$ cat src/rtl/pc_pkg.sv
// Shared definitions for the program sequencer.
//   op_t        : operation selected for the current cycle
//   op_select   : fixed-priority encoder (enable > call > ret > branch > inc)
//   stack_ptr_w : width of a pointer that indexes a stack of the given depth
package pc_pkg;

    typedef enum logic [2:0] {
        OP_HOLD   = 3'd0,
        OP_INC    = 3'd1,
        OP_BRANCH = 3'd2,
        OP_RET    = 3'd3,
        OP_CALL   = 3'd4,
        OP_LOAD   = 3'd5
    } op_t;

    function automatic op_t op_select(input logic enable, input logic call,
                                      input logic ret, input logic branch,
                                      input logic inc);
        if (enable)      return OP_LOAD;
        else if (call)   return OP_CALL;
        else if (ret)    return OP_RET;
        else if (branch) return OP_BRANCH;
        else if (inc)    return OP_INC;
        else             return OP_HOLD;
    endfunction

    function automatic int unsigned stack_ptr_w(input int unsigned depth);
        return (depth < 2) ? 1 : $clog2(depth);
    endfunction

endpackage

$ cat src/rtl/return_stack.sv
// Circular LIFO of DEPTH words. A push while full overwrites the oldest entry
// and keeps count at DEPTH. A pop while empty does nothing.
//   clock, clear_n : clock, asynchronous active-low reset (pointer/count only)
//   push, push_data: write push_data as the new top
//   pop            : discard the top entry
//   top_data       : current top entry (undefined while empty)
//   count          : number of valid entries
//   empty, full    : count == 0, count == DEPTH
module return_stack
    import pc_pkg::*;
#(
    parameter int unsigned DEPTH = 4,
    parameter int unsigned WIDTH = 32
) (
    input  logic                       clock,
    input  logic                       clear_n,
    input  logic                       push,
    input  logic                       pop,
    input  logic [WIDTH-1:0]           push_data,
    output logic [WIDTH-1:0]           top_data,
    output logic [$clog2(DEPTH+1)-1:0] count,
    output logic                       empty,
    output logic                       full
);

    localparam int unsigned PTR_W = stack_ptr_w(DEPTH);
    localparam int unsigned CNT_W = $clog2(DEPTH+1);
    localparam logic [PTR_W-1:0] LAST = PTR_W'(DEPTH - 1);

    logic [WIDTH-1:0] mem [DEPTH];
    logic [PTR_W-1:0] top;
    logic [PTR_W-1:0] ptr_next;
    logic [PTR_W-1:0] ptr_prev;

    // Explicit wrap so non-power-of-two depths stay circular.
    always_comb begin
        ptr_next = (top == LAST) ? '0 : top + 1'b1;
        ptr_prev = (top == '0) ? LAST : top - 1'b1;
    end

    assign empty    = (count == '0);
    assign full     = (count == CNT_W'(DEPTH));
    assign top_data = mem[top];

    // Reset parks the pointer on the last slot so the first push lands in slot 0.
    always_ff @(posedge clock or negedge clear_n) begin
        if (!clear_n) begin
            top   <= LAST;
            count <= '0;
        end else if (push) begin
            top <= ptr_next;
            if (!full)
                count <= count + 1'b1;
        end else if (pop && !empty) begin
            top   <= ptr_prev;
            count <= count - 1'b1;
        end
    end

    always_ff @(posedge clock) begin
        if (push)
            mem[ptr_next] <= push_data;
    end

endmodule

$ cat src/rtl/program_sequencer.sv
// Program counter with hold / increment / load / relative branch / call / ret
// and a return-address stack with sticky overflow/underflow flags.
//   clock, clear_n      : clock, asynchronous active-low reset
//   enable, D           : PC <- D
//   call                : push PC + INSTRUCTION_SIZE, PC <- D
//   ret                 : PC <- popped address (hold + underflow if empty)
//   branch, offset      : PC <- PC + sext(offset)
//   inc                 : PC <- PC + INSTRUCTION_SIZE
//   err_clr             : clear overflow/underflow (a new error in the same cycle wins)
//   BusMuxIn            : registered current PC
//   stack_count/empty/full, overflow, underflow : stack status
module program_sequencer
    import pc_pkg::*;
#(
    parameter int unsigned     ADDR_WIDTH       = 32,
    parameter logic [ADDR_WIDTH-1:0] INIT       = '0,
    parameter int unsigned     INSTRUCTION_SIZE = 1,
    parameter int unsigned     OFFSET_WIDTH     = 19,
    parameter int unsigned     STACK_DEPTH      = 4
) (
    input  logic                             clock,
    input  logic                             clear_n,
    input  logic                             enable,
    input  logic                             inc,
    input  logic                             branch,
    input  logic                             call,
    input  logic                             ret,
    input  logic                             err_clr,
    input  logic [ADDR_WIDTH-1:0]            D,
    input  logic [OFFSET_WIDTH-1:0]          offset,
    output logic [ADDR_WIDTH-1:0]            BusMuxIn,
    output logic [$clog2(STACK_DEPTH+1)-1:0] stack_count,
    output logic                             stack_empty,
    output logic                             stack_full,
    output logic                             overflow,
    output logic                             underflow
);

    localparam logic [ADDR_WIDTH-1:0] STEP = ADDR_WIDTH'(INSTRUCTION_SIZE);

    op_t                  op;
    logic [ADDR_WIDTH-1:0] pc;
    logic [ADDR_WIDTH-1:0] pc_next;
    logic [ADDR_WIDTH-1:0] pc_inc;
    logic [ADDR_WIDTH-1:0] offset_ext;
    logic [ADDR_WIDTH-1:0] top_data;
    logic                  push;
    logic                  pop;

    assign op         = op_select(enable, call, ret, branch, inc);
    assign pc_inc     = pc + STEP;
    assign offset_ext = ADDR_WIDTH'($signed(offset));
    assign push       = (op == OP_CALL);
    assign pop        = (op == OP_RET);

    return_stack #(
        .DEPTH (STACK_DEPTH),
        .WIDTH (ADDR_WIDTH)
    ) u_stack (
        .clock     (clock),
        .clear_n   (clear_n),
        .push      (push),
        .pop       (pop),
        .push_data (pc_inc),
        .top_data  (top_data),
        .count     (stack_count),
        .empty     (stack_empty),
        .full      (stack_full)
    );

    always_comb begin
        pc_next = pc;
        case (op)
            OP_LOAD:   pc_next = D;
            OP_CALL:   pc_next = D;
            OP_RET:    pc_next = stack_empty ? pc : top_data;
            OP_BRANCH: pc_next = pc + offset_ext;
            OP_INC:    pc_next = pc_inc;
            default:   pc_next = pc;
        endcase
    end

    always_ff @(posedge clock or negedge clear_n) begin
        if (!clear_n) begin
            pc        <= INIT;
            overflow  <= 1'b0;
            underflow <= 1'b0;
        end else begin
            pc        <= pc_next;
            overflow  <= (overflow  & ~err_clr) | (push & stack_full);
            underflow <= (underflow & ~err_clr) | (pop  & stack_empty);
        end
    end

    assign BusMuxIn = pc;

endmodule

$ cat config.mk
export PLATFORM = sky130hd
export DESIGN_NAME = program_sequencer
export DESIGN_NICKNAME = d
export VERILOG_FILES = /design/src/rtl/pc_pkg.sv /design/src/rtl/return_stack.sv /design/src/rtl/program_sequencer.sv
export SDC_FILE = /design/constraint.sdc
export NUM_CORES = 1
export LEC_CHECK = 0
export BUFFER_PORTS_ARGS = -buffer_cell sky130_fd_sc_hd__buf_2
export CAP_MARGIN = 20
export CORE_UTILIZATION = 25
export CTS_BUF_LIST = sky130_fd_sc_hd__clkbuf_16
export DETAILED_ROUTE_END_ITERATION = 6
export GPL_ROUTABILITY_DRIVEN = 0
export PLACE_DENSITY = 0.4
export SETUP_SLACK_MARGIN = 0.1
export SLEW_MARGIN = 15
export SYNTH_ARGS = -nofsm -noshare
export SYNTH_HDL_FRONTEND = slang
export SYNTH_HIERARCHICAL = 1
export SYNTH_SLANG_ARGS = --single-unit
$ cat constraint.sdc
create_clock -name clock -period 2.97 [get_ports clock]
set_clock_uncertainty 0.05 [all_clocks]
set_input_delay 0.297 -clock clock [delete_from_list [all_inputs] [get_ports clock]]
set_output_delay 0.297 -clock clock [all_outputs]
set_load 0.1 [all_outputs]
==> results.cfg <==
[detailed_routing]
viasPerCell = 5.05
route.detailed.wl_per_inst_um = 21.9
drt-initial-drc-count = 482
vias = 7105
dr.pass1.iters = 7
drt-total-wl_um = 30800
drc = 0
ant_nets = 0

[global_route]
grt_pass1_vias = 7237
grt_pass1_wl_um = 46400
busiest_layer = met2
grt_util_all_layers = 0.165
antenna_found_initial = 0
grt_overflow = 0
use_met2 = 0.264
grt_use_met3 = 0.0313
grt.met1_usage = 0.229
grt_max_degree = 33

[floorplan]
initial_utilization = 0.254
io_pins = 98
design.die.area_um2 = 38100
design.core.area_um2 = 36700
fp.dieH_um = 195
die_x_um = 195
fp-row-count = 70

[yosys]
synth-seq-area-share = 0.517
ys.flop_type = edfxtp_1
yosysUniqueCellTypes = 74
syn_nets = 867
synth_area_um2 = 9330
synth-seq-cells = 167
netlist_instances = 768
synth_edf_count = 128
yosysWarnings = 6
synth_area_per_cell_um2 = 12.1
async_flop_share = 0.234

[sta]
fin_setup_tns_ns = 0
slew_headroom = 0.284
tightest_slew_ns = 1.07
rsz0062_at_grt = no
setup_viol = 0
drv_slew = 0
hold_viol = 0
timing.final.crit_period_ns = 2.76
fmaxAchievable_mhz = 362
timing.final.crit_share = 0.930

[worst_setup_path]
crit_path_max_fanout = 6
cp-end-kind = flip-flop
worstPathRequired_ns = 3.24
startpoint_type = flip-flop
critPathKind = reg -> reg
critical_path_arrival_ns = 3.03

[cts]
clk_latency_ns = 0.44
clkSinkCount = 167
cts_root_buf = clkbuf_16
cts_buffers = 17
tritoncts = yes
clk_pin_slew_ns = 0.07
cts-htree-levels = 4
clk_path_buf_depth = 2

[final_layout]
fin_util = 0.316
nNetsFinal = 1024
drive_gt1_frac = 0.319
area.sequential_um2 = 4850
syn2layout_area_growth_pct = 24.2
n_fill_cell = 3716
multiInputGateArea_um2 = 4350
diodes = 0

[pwr]
p_leak_nw = 4.38
vdd_drop_max_v = 0.000406
finalPower_mw = 9.01
powerDensity_nw_per_um2 = 777

[status]
status = completed

[worst_hold_path]
hp-class = in -> reg

[job]
drv_cap = 0

[place]
io_buffers = 97
hpwlAfterDp_um = 22200
-- cells in the final DEF (no fill, tap or decap), types with 11 or more instances in the layout --
| master | count |
|---|---|
| a21o_1 | 14 |
| clkbuf_16 | 17 |
| mux4_2 | 32 |
| nand2_1 | 63 |
| ha_1 | 35 |
| dfrtp_1 | 14 |
| o22ai_1 | 13 |
| a21oi_1 | 57 |
| buf_4 | 72 |
| xnor2_1 | 30 |
| nand3_1 | 16 |
| o21ai_0 | 29 |
| edfxtp_1 | 128 |
| dfrtp_2 | 23 |
| nor3_1 | 13 |
| xor2_1 | 22 |
| nor2_1 | 40 |
| buf_2 | 97 |
| inv_1 | 17 |
| a221oi_1 | 11 |
-- cells in the mapped netlist (all sizes together) (5+ instances only) --
cell type,count,area share
ha,38,0.051
xnor2,32,0.032
a21o,15,0.012
o22ai,13,0.0087
xor2,23,0.022
nor2,41,0.016
and2,12,0.0082
nand2,63,0.025
and3,8,0.0054
a222oi,7,0.0075
mux4,32,0.077
nor3,14,0.0075
a221oi,11,0.010
buf,13,0.0090
nor2b,5,0.0034
nand4,12,0.010
o21ai,37,0.020
o221ai,5,0.0047
a31oi,10,0.0067
a21oi,59,0.032
dfrtp,37,0.099
nand3,20,0.012
a221o,9,0.0097
or3,6,0.0040
nand2b,6,0.0040
inv,17,0.0068
clkbuf,25,0.010
edfxtp,128,0.41
o21bai,7,0.0056
-- critical path: stages, from the launching register on --
cell and delay (ns):
dfrtp_2 0.42, ha_1 0.19, inv_1 0.05, fa_1 0.40, nor2b_2 0.15, o211a_1 0.25, o211ai_1 0.13, buf_4 0.17
nand3_1 0.12, a311oi_1 0.14, nand2_1 0.09, o21ai_0 0.11, a221o_1 0.36
-- worst paths after layout --
check                                 start           end  slack (ns)  depth (start not counted)
worst max-delay path            BusMuxIn[0]  BusMuxIn[24]        0.21                         12
worst min-delay path                  D[16]  BusMuxIn[16]        0.11                          3
worst max register to register  BusMuxIn[0]  BusMuxIn[24]        0.21                         12
worst min register to register    underflow     underflow        0.48                          2
max in group asynchronous           clear_n   BusMuxIn[1]        1.70                          3
min in group asynchronous           clear_n     underflow        0.41                          2
-- final cells by class --
class | count | share of cell area
Clock inverter | 15 | 0.0144
Timing Repair Buffer | 176 | 0.0989
Clock buffer | 17 | 0.0367
Inverter | 17 | 0.00551
Sequential cell | 167 | 0.419
Tap cell | 468 | 0.0506
Multi-Input combinational cell | 546 | 0.375
-- report_power, final --
group          total [mW]  leakage [nW]  switching (mW)  internal [mW]
logic                3.51          2.48            2.27           1.24
registers            3.19          1.60           0.275           2.92
clock network        2.31         0.294            1.04           1.26
total                9.01          4.38            3.59           5.42
-- through the flow --
stage	hold slack (ns)	setup slack (ns)	cell area [um^2]	cells
floorplan	-0.0486	0.104	9370	768
global placement	0.369	0.0523	10900	1365
detailed placement	0.353	0.0804	10900	1365
CTS	0.0848	0.131	11500	1399
global route	0.0827	0.0920	11600	1406
finish	0.109	0.209	11600	1406
-- cells by family (layout without fill, tap and decap cells) --
kind of cell	count (synthesis)	after routing	synth area share
compound gates	209	209	0.150
buf+inv	55	225	0.0259
xor+xnor	55	55	0.0541
simple gates	205	205	0.115
fa+ha+maj	40	40	0.0553
mux	37	37	0.0828
flops	167	167	0.517
-- layer usage --
metal | up-vias | share of wire
met5 | - | 0
met2 | 182 | 0.47
met1 | 3583 | 0.47
met4 | 0 | 0.012
met3 | 21 | 0.043
li1 | 3319 | -
-- sequential cells by signal (all words and copies together), names as in the netlist --
register,flops
u_stack/top,2
BusMuxIn,32
overflow,1
u_stack/count,3
underflow,1
u_stack/mem,128
-- repair_timing --
action | in CTS | in global routing
setup endpoints to repair | 5 | 10
pin swaps | 0 | 11
resized for setup | 2 | 11
hold buffers | 2 | 0
endpoints found under the hold margin | 21 | 0
buffers inserted | 0 | 7
No activity file was read; power rests on OpenSTA's default activity.
